$ cat src/rtl/reloj_pkg.sv
// reloj_pkg: shared widths and digit limits for the time-of-day generator.
//   BCD_W          width of one BCD digit
//   DIG_MAX        largest decimal digit value (units wrap point)
//   MIN_U_MAX ..   per-digit limits for HH:MM
//   SEG_W/SEG_MAX  internal seconds counter width and terminal value
package reloj_pkg;

    localparam int BCD_W = 4;

    localparam logic [BCD_W-1:0] DIG_MAX       = 4'd9;
    localparam logic [BCD_W-1:0] MIN_U_MAX     = 4'd9;
    localparam logic [BCD_W-1:0] MIN_D_MAX     = 4'd5;
    localparam logic [BCD_W-1:0] HORA_D_MAX    = 4'd2;
    localparam logic [BCD_W-1:0] HORA_U_MAX_23 = 4'd3;

    localparam int             SEG_W   = 6;
    localparam logic [SEG_W-1:0] SEG_MAX = 6'd59;

    // True when a two-digit BCD value lies inside 00..{dmax}{umax}.
    function automatic logic bcd2_legal(input logic [BCD_W-1:0] dec,
                                        input logic [BCD_W-1:0] uni,
                                        input logic [BCD_W-1:0] dmax,
                                        input logic [BCD_W-1:0] umax);
        logic ok;
        ok = (dec <= dmax) && (uni <= DIG_MAX);
        if (dec == dmax && uni > umax)
            ok = 1'b0;
        return ok;
    endfunction

endpackage

$ cat src/rtl/contador_bcd2.sv
// contador_bcd2: two-digit BCD counter 00..{DEC_MAX}{UNI_TOP}.
//   reloj1   clock
//   reset_n  async active-low reset, clears to 00
//   clr      synchronous clear to 00
//   en       advance by one this cycle
//   uni/dec  registered units / tens digits
//   carry    combinational: en while at the terminal value (wraps this edge)
// The units digit wraps at 9 except when the tens digit sits at DEC_MAX,
// where it wraps at UNI_TOP (this is what gives 23 -> 00 for hours).
module contador_bcd2
    import reloj_pkg::*;
#(
    parameter logic [BCD_W-1:0] DEC_MAX = MIN_D_MAX,
    parameter logic [BCD_W-1:0] UNI_TOP = MIN_U_MAX
) (
    input  logic             reloj1,
    input  logic             reset_n,
    input  logic             clr,
    input  logic             en,
    output logic [BCD_W-1:0] uni,
    output logic [BCD_W-1:0] dec,
    output logic             carry
);

    logic at_top;
    logic legal;

    always_comb begin
        at_top = (dec == DEC_MAX) && (uni == UNI_TOP);
        legal  = bcd2_legal(dec, uni, DEC_MAX, UNI_TOP);
        carry  = en && at_top;
    end

    always_ff @(posedge reloj1 or negedge reset_n) begin
        if (!reset_n) begin
            uni <= '0;
            dec <= '0;
        end else if (clr) begin
            uni <= '0;
            dec <= '0;
        end else if (en) begin
            // A fault-only illegal value is folded back to 00 without carry.
            if (at_top || !legal) begin
                uni <= '0;
                dec <= '0;
            end else if (uni == DIG_MAX) begin
                uni <= '0;
                dec <= dec + 4'd1;
            end else begin
                uni <= uni + 4'd1;
            end
        end
    end

endmodule

$ cat src/rtl/reloj_hora.sv
// reloj_hora: 1 Hz time-of-day generator, 24 h HH:MM in BCD.
//   reloj1   clock (CLK_HZ cycles per second)
//   reset_n  async active-low reset
//   ajuste   set mode level; inc_h / inc_m add hours / minutes on rising edge
//   b0..b3   minutes units, minutes tens, hours units, hours tens
//   seg      one-cycle pulse per elapsed second (run mode only)
//   minuto   one-cycle pulse on the automatic minute advance
module reloj_hora
    import reloj_pkg::*;
#(
    parameter int CLK_HZ = 50_000_000
) (
    input  logic             reloj1,
    input  logic             reset_n,
    input  logic             ajuste,
    input  logic             inc_h,
    input  logic             inc_m,
    output logic [BCD_W-1:0] b0,
    output logic [BCD_W-1:0] b1,
    output logic [BCD_W-1:0] b2,
    output logic [BCD_W-1:0] b3,
    output logic             seg,
    output logic             minuto
);

    localparam int            PW     = (CLK_HZ > 1) ? $clog2(CLK_HZ) : 1;
    localparam logic [PW-1:0] PRE_TC = PW'(CLK_HZ - 1);

    logic [PW-1:0]    presc;
    logic [SEG_W-1:0] segs;
    logic             prev_h, prev_m;
    logic             tick, fin_seg;
    logic             edge_h, edge_m;
    logic             en_min, en_hora;
    logic             carry_min;
    logic             unused_dia;    // day rollover has no output

    always_comb begin
        // Set mode gates the tick, so ajuste rising on a tick cycle wins.
        tick    = !ajuste && (presc >= PRE_TC);
        fin_seg = tick && (segs == SEG_MAX);
        edge_h  = inc_h && !prev_h;
        edge_m  = inc_m && !prev_m;
        // In set mode the minute wrap must not reach the hours.
        en_min  = ajuste ? edge_m : fin_seg;
        en_hora = ajuste ? edge_h : carry_min;
    end

    always_ff @(posedge reloj1 or negedge reset_n) begin
        if (!reset_n) begin
            presc  <= '0;
            segs   <= '0;
            seg    <= 1'b0;
            minuto <= 1'b0;
            prev_h <= 1'b0;
            prev_m <= 1'b0;
        end else begin
            // Edge registers follow the buttons in both modes.
            prev_h <= inc_h;
            prev_m <= inc_m;
            if (ajuste) begin
                presc  <= '0;
                segs   <= '0;
                seg    <= 1'b0;
                minuto <= 1'b0;
            end else begin
                seg    <= tick;
                minuto <= fin_seg;
                if (tick) begin
                    presc <= '0;
                    segs  <= (segs >= SEG_MAX) ? '0 : segs + 6'd1;
                end else begin
                    presc <= presc + 1'b1;
                end
            end
        end
    end

    contador_bcd2 #(
        .DEC_MAX (MIN_D_MAX),
        .UNI_TOP (MIN_U_MAX)
    ) u_min (
        .reloj1  (reloj1),
        .reset_n (reset_n),
        .clr     (1'b0),
        .en      (en_min),
        .uni     (b0),
        .dec     (b1),
        .carry   (carry_min)
    );

    contador_bcd2 #(
        .DEC_MAX (HORA_D_MAX),
        .UNI_TOP (HORA_U_MAX_23)
    ) u_hora (
        .reloj1  (reloj1),
        .reset_n (reset_n),
        .clr     (1'b0),
        .en      (en_hora),
        .uni     (b2),
        .dec     (b3),
        .carry   (unused_dia)
    );

endmodule

$ cat config.mk
export PLATFORM = sky130hd
export DESIGN_NAME = reloj_hora
export DESIGN_NICKNAME = d
export VERILOG_FILES = /design/src/rtl/reloj_pkg.sv /design/src/rtl/contador_bcd2.sv /design/src/rtl/reloj_hora.sv
export SDC_FILE = /design/constraint.sdc
export NUM_CORES = 1
export LEC_CHECK = 0
export CAP_MARGIN = 10
export CORE_ASPECT_RATIO = 0.5
export CORE_MARGIN = 4
export CORE_UTILIZATION = 57
export CTS_CLUSTER_SIZE = 12
export DETAILED_ROUTE_END_ITERATION = 16
export DONT_BUFFER_PORTS = 1
export GPL_ROUTABILITY_DRIVEN = 0
export PLACE_DENSITY = 0.75
export SYNTH_ARGS = -nofsm -noshare
export SYNTH_HDL_FRONTEND = slang
export SYNTH_SLANG_ARGS = --single-unit
$ cat constraint.sdc
create_clock -name reloj1 -period 2 [get_ports reloj1]
set_input_delay 0.3 -clock reloj1 [delete_from_list [all_inputs] [get_ports reloj1]]
set_output_delay 0.3 -clock reloj1 [all_outputs]
set_load 0.1 [all_outputs]
======== Yosys cells after proc, flatten, opt, wreduce, memory -nomap -nowiden ========
Cells that the tools add are included.
storage, ports and cells
  register bits after elaboration ......... 52
  bits of input ports ..................... 5
cells by class
  $add $sub $neg .......................... 6
  order comparisons ....................... 8
  equal/unequal tests ..................... 6
  multiplexer cells ....................... 19
  reductions and logical operators ........ 23
operators by type and width
  kind                   count
  $mux 26                2
  $mux 4                 8
  $add 26x1->26 const B  1
  $ge 26x26->1 const B   1
  $mux 6                 3
  $add 4x1->4 const B    4
  $logic_and 1x1->1      11
  $eq 4x2->1 const B     2
  $eq 4x4->1 const B     2
  $le 4x4->1 const B     2
  $add 6x1->6 const B    1
  $eq 6x6->1 const B     1
  $ge 6x6->1 const B     1
  $mux 1                 6
  $reduce_bool 2->1      3
  $logic_not 1->1        5
  $eq 4x3->1 const B     1
  $gt 4x2->1 const B     1
  $gt 4x4->1 const B     1
  $le 4x2->1 const B     1
  $le 4x3->1 const B     1
  $reduce_and 2->1       2
  $logic_or 1x1->1       2

======== Logic depth before layout (Yosys ltp) ========
  word-level depth ........................ 7
  mapped depth ............................ 8

======== Cells and area by module ========
From an unflattened synthesis, not the netlist that was laid out.
unflattened totals
  cells, all modules ...................... 301
  area, all modules ....................... 3090.5 um2
by module, submodules not included
  module                   times used  cells an instance  area an instance (um2)  seq. area each (um2)
  reloj_hora               1           191                2057.0                  900.9
  contador_bcd2 at u_min   1           53                 534.3                   200.2
  contador_bcd2 at u_hora  1           57                 499.2                   200.2

======== Least setup slack after synthesis ========
OpenSTA, ideal clock, no wires.
  kind .................................... register -> register
  from .................................... register u_min.dec[1]
  to ...................................... register u_min.dec[2]
  setup time .............................. 0.087 ns
  arrival time ............................ 2.409 ns
  required time ........................... 1.913 ns
  path slack .............................. -0.496 ns
  stages on the path, launching flop included .. 8
  buffers on the path ..................... 0
  clock period less this slack ............ 2.496 ns
  path through ............................ dfrtp_1 -> inv_1 -> ha_1 -> and3_1 -> or3_1 -> a21o_1 -> or3_1 -> o211ai_1
on the way
  word-level cells in the longest chain between the ends .. 7
  elaborated cells on any way between the ends .. 13
ends and longest elaborated chain
  element                                          line                                                   text
  start: declaration                               contador_bcd2.sv:21                                    output logic [BCD_W-1:0] dec,
  start signal: assignment                         contador_bcd2.sv:48                                    dec <= dec + 4'd1;
  $le 4x3->1 / $eq 4x3->1 (equally long branches)  reloj_pkg.sv:25, reloj_pkg.sv:26, contador_bcd2.sv:29
  $logic_and 1x1->1, on equally long branches      reloj_pkg.sv:25, reloj_pkg.sv:26
  $mux 1                                           reloj_pkg.sv:26                                        if (dec == dmax && uni > umax)
  $logic_not 1->1                                  contador_bcd2.sv:43                                    if (at_top || !legal) begin
  $logic_or 1x1->1                                 contador_bcd2.sv:43
  $reduce_bool 2->1 (no line)                      n/a
  $reduce_and 2->1 (no line)                       n/a
Parallel ways exist; a longest one is shown, timed or not. The select of a mux whose other input is x is not followed.
A chain may end at the register's enable or synchronous reset.

======== Final worst setup path ========
  from .................................... register segs[0]
  to ...................................... register u_hora.dec[1]
on the way
  word-level cells in the longest chain between the ends .. 6
ends and longest elaborated chain
  element                     line                 text
  start: declaration          reloj_hora.sv:30     logic [SEG_W-1:0] segs;
  start signal: assignment    reloj_hora.sv:71     segs <= (segs >= SEG_MAX) ? '0 : segs + 6'd1;
  $eq 6x6->1                  reloj_hora.sv:41     fin_seg = tick && (segs == SEG_MAX);
  $logic_and 1x1->1           reloj_hora.sv:41
  $mux 1                      reloj_hora.sv:45     en_min = ajuste ? edge_m : fin_seg;
  $logic_and 1x1->1           contador_bcd2.sv:31  carry = en && at_top;
  $mux 1                      reloj_hora.sv:46     en_hora = ajuste ? edge_h : carry_min;
  $reduce_and 2->1 (no line)  n/a
  end signal: assignment      contador_bcd2.sv:48
  end: declaration            contador_bcd2.sv:21
Every way passes these cells.

==> run_results.csv <==
group,metric,value,unit
drt,drc,0,
setup_path,cpMaxStageDelayCell,"and4bb_4",
floorplanning,ios,23,
cells_and_area,area_delta_synth_final,27.6,%
global_route,track_usage,0.212,
drt,wl_per_cell,16.5,um
sta,tightest_slew,474,ps
pwr,pwr-share-clk,0.152,
sta,slew_viol_final,0,
pwr,comb_power_share,0.513,
sta,slew_headroom,0.681,
yosys,synth_ff_type,"dfrtp_1",
global_route,globalRouteOverflowTotal,0,
run_status,violations,"negative setup slack",
placed_design,hpwl,4180,um
floorplanning,dieArea,0.00613,mm2
pwr,cellInternalPower,2.06,mW
drt,drt-total-wl,6900,um
cells_and_area,nFillCells,291,
yosys,synth_edf_count,0,
clock_tree,insertion_delay,310,ps
global_route,first_global_vias,2365,
drt,drt_pass1_iterations,5,
setup_path,path_class,"reg -> reg",
clock_tree,numClockSinks,52,
yosys,synth_area_leaders,"dfrtp_1 (47%), nor2_1 (6.7%), xnor2_1 (3.8%)",
clock_tree,clockBufferDepth,2,
sta,timing.final.crit_share,1.06,
yosys,syn_nets,309,
hold_path,hold_start,"ajuste",
cells_and_area,drive_above_1_share,0.292,
floorplanning,die_h,57.4,um
floorplanning,die_w,107,um
clock_tree,cts_root_buffer,"clkbuf_8",
pwr,switching_power,1.98,mW
cells_and_area,n_antenna_cell,0,
setup_path,r2r_start,"segs[0]",
run_status,outcome,"finished, violations left",
job,maxCapViolations,0,
setup_path,required,2210,ps
cells_and_area,multiInputGateArea,0.00155,mm2
yosys,netlist_area,0.00278,mm2
cells_and_area,fin_nets,364,
setup_path,crit_arrival,2320,ps
setup_path,critPathLaunch,"segs[0]",
yosys,postSynthAreaPerCell,9.37,um2
sta,setup-violations-final,12,
yosys,syn_inst,297,
sta,max_clock_freq,0.473,GHz
setup_path,end_kind,"register",
pwr,seq_power_share,0.334,
pwr,power_density,1140,mW/mm2
clock_tree,cts_tree,"yes",
cells_and_area,layout.area.seq,0.00132,mm2
pwr,power,4.04,mW
global_route,grt_max_degree,53,
sta,hold_slack,39.7,ps
floorplanning,core_area,0.00455,mm2
yosys,ys_warn_count,0,
pwr,power_leakage,1.54,nW
sta,fin_ws,-114,ps
yosys,async_reset_ff_frac,1.00,
drt,antenna_left,0,
yosys,synth_top_area_share,0.468,
setup_path,ff2ff_setup_slack,-110,ps
yosys,synth_cell_types,49,
floorplanning,start_util,0.611,
drt,drt_iter0_markers,150,
placed_design,port_buffers,0,
setup_path,critical_path.max_fanout,5,
clock_tree,htreeDepth,2,
yosys,yosysSeqAreaShare,0.468,
global_route,grt_antenna_before_repair,0,
sta,hold_viol_final,0,
clock_tree,cts_buffers,5,
setup_path,start_kind,"register",
drt,viasPerCell,5.98,
sta,finClkSkew,17.1,ps
setup_path,slowest_delay,400,ps
floorplanning,rows,17,
global_route,grt_pass1_wl,10600,um
pwr,switching_share,0.490,
drt,via_count,2507,
sta,grt_setup_unrepaired,"true",
sta,period_needed,2110,ps
hold_path,worstHoldPathType,"in -> reg",
clock_tree,clk_pin_slew,90,ps
yosys,synth_area_leader_cell,"dfrtp_1",
yosys,ys_ff_latch,52,
setup_path,cp_cell_sequence,"ha_2, or3b_4, and4bb_4, a21oi_4, a211o_4, o32ai_2",
pwr,ir_drop,0.910,mV
-- sequential cells by signal, summed over array words and instances, names as in the netlist --
| register | count |
|---|---|
| minuto | 1 |
| presc | 26 |
| u_min.uni | 4 |
| prev_m | 1 |
| u_hora.dec | 4 |
| segs | 6 |
| u_min.dec | 4 |
| u_hora.uni | 4 |
| prev_h | 1 |
| seg | 1 |
-- layout make-up --
cell class,count,area share
Tap cell,66,0.0233
Multi-Input combinational cell,223,0.436
Inverter,14,0.0148
Timing Repair Buffer,56,0.128
Clock buffer,8,0.0254
Sequential cell,52,0.373
-- synth_stat cells, types with 2 or more instances --
master	number
a31oi_1	3
o22ai_1	3
and3_1	8
mux2i_1	2
nand2_1	24
dfrtp_1	52
xor2_1	11
nor3_1	6
o311ai_1	2
ha_1	7
a32oi_1	3
a211o_1	4
nor2_1	50
nor4_1	4
and4_1	4
and2_1	3
a21oi_1	12
a21o_1	3
nand3_1	17
nand4_1	10
o21ai_1	4
nand3_2	2
clkbuf_1	6
o32ai_1	4
inv_1	14
buf_2	2
xnor2_1	12
or3_1	4
-- routing by layer --
metal	track usage	vias to the layer above	part of all wire
met2	0.354	115	0.48
met4	0.0638	0	0.020
li1	-	1175	-
met1	0.279	1198	0.42
met5	0	-	0
met3	0.0508	19	0.082
-- timing repair --
action | in CTS | in global routing
endpoints found under the setup margin | 4 | 17
pin swaps | 3 | 14
hold buffers | 2 | 2
hold endpoints to repair | 52 | 2
gates resized for setup | 2 | 24
buffers inserted | 3 | 15
gates cloned | 0 | 1
-- path summary, 6_finish.rpt --
| check | to | depth (start not counted) |
|---|---|---|
| worst max-delay path | u_hora.dec[1] | 6 |
| worst min-delay path | segs[0] | 1 |
| worst max register to register | u_hora.dec[1] | 6 |
| worst min register to register | presc[0] | 1 |
| max in group asynchronous | presc[11] | 2 |
| min in group asynchronous | u_min.dec[0] | 2 |
-- per-stage QoR --
step,setup TNS [ps],instance area (um2),worst slack [ps],utilization,instances
finish,-501,3550,-114,0.780,419
global placement,0,3110,7.49,0.683,388
floorplan,-128,2810,-49.0,-,297
detailed placement,-159,3110,-94.7,0.683,388
CTS,-205,3270,-110,0.719,401
global route,-1530,3550,-171,0.780,419
-- layout by cell type, fill, tap and decap left out, types with 3 or more instances in the layout --
cell type	instances
dfrtp_1	40
nand2_1	24
a21oi_1	7
a31oi_1	3
ha_1	6
nor4_1	3
or3_1	3
nand3_1	16
and2_1	3
dfrtp_4	3
and3_1	7
nor2_1	50
dfrtp_2	9
xor2_1	11
inv_1	13
a21oi_2	5
buf_4	49
a211o_1	3
and4_1	4
nor3_1	6
o21ai_1	3
clkbuf_8	6
nand4_1	10
xnor2_1	12
dlygate4sd3_1	3
a21o_1	3
-- critical path, delay by kind of cell (launching register included) --
kind | cells | cell delay (ps)
compound gates | 3 | 680
fa+ha+maj | 1 | 180
flops | 1 | 370
simple gates | 2 | 790
-- cells by family (layout without fill, tap and decap cells) --
family,after synthesis,after routing,share of synthesized area
AO/OA/AOI/OAI,47,47,0.119
buffers and inverters,22,78,0.0306
multiplexers,4,4,0.0153
AND/OR/NAND/NOR,142,142,0.263
adder cells (fa/ha/maj),7,7,0.0315
XOR/XNOR,23,23,0.0724
flip-flops,52,52,0.468
-- power groups by stage --
stage	sequential (mW)	combinational [mW]	clock, mW
2_1_floorplan	2.16	0.640	0
3_3_place_gp	1.35	1.81	0
3_5_place_dp	1.36	1.84	0
4_1_cts	1.34	1.91	0.626
5_1_grt	1.37	2.18	0.671
6_report	1.35	2.07	0.615
Power figures use the tool's default switching activity.
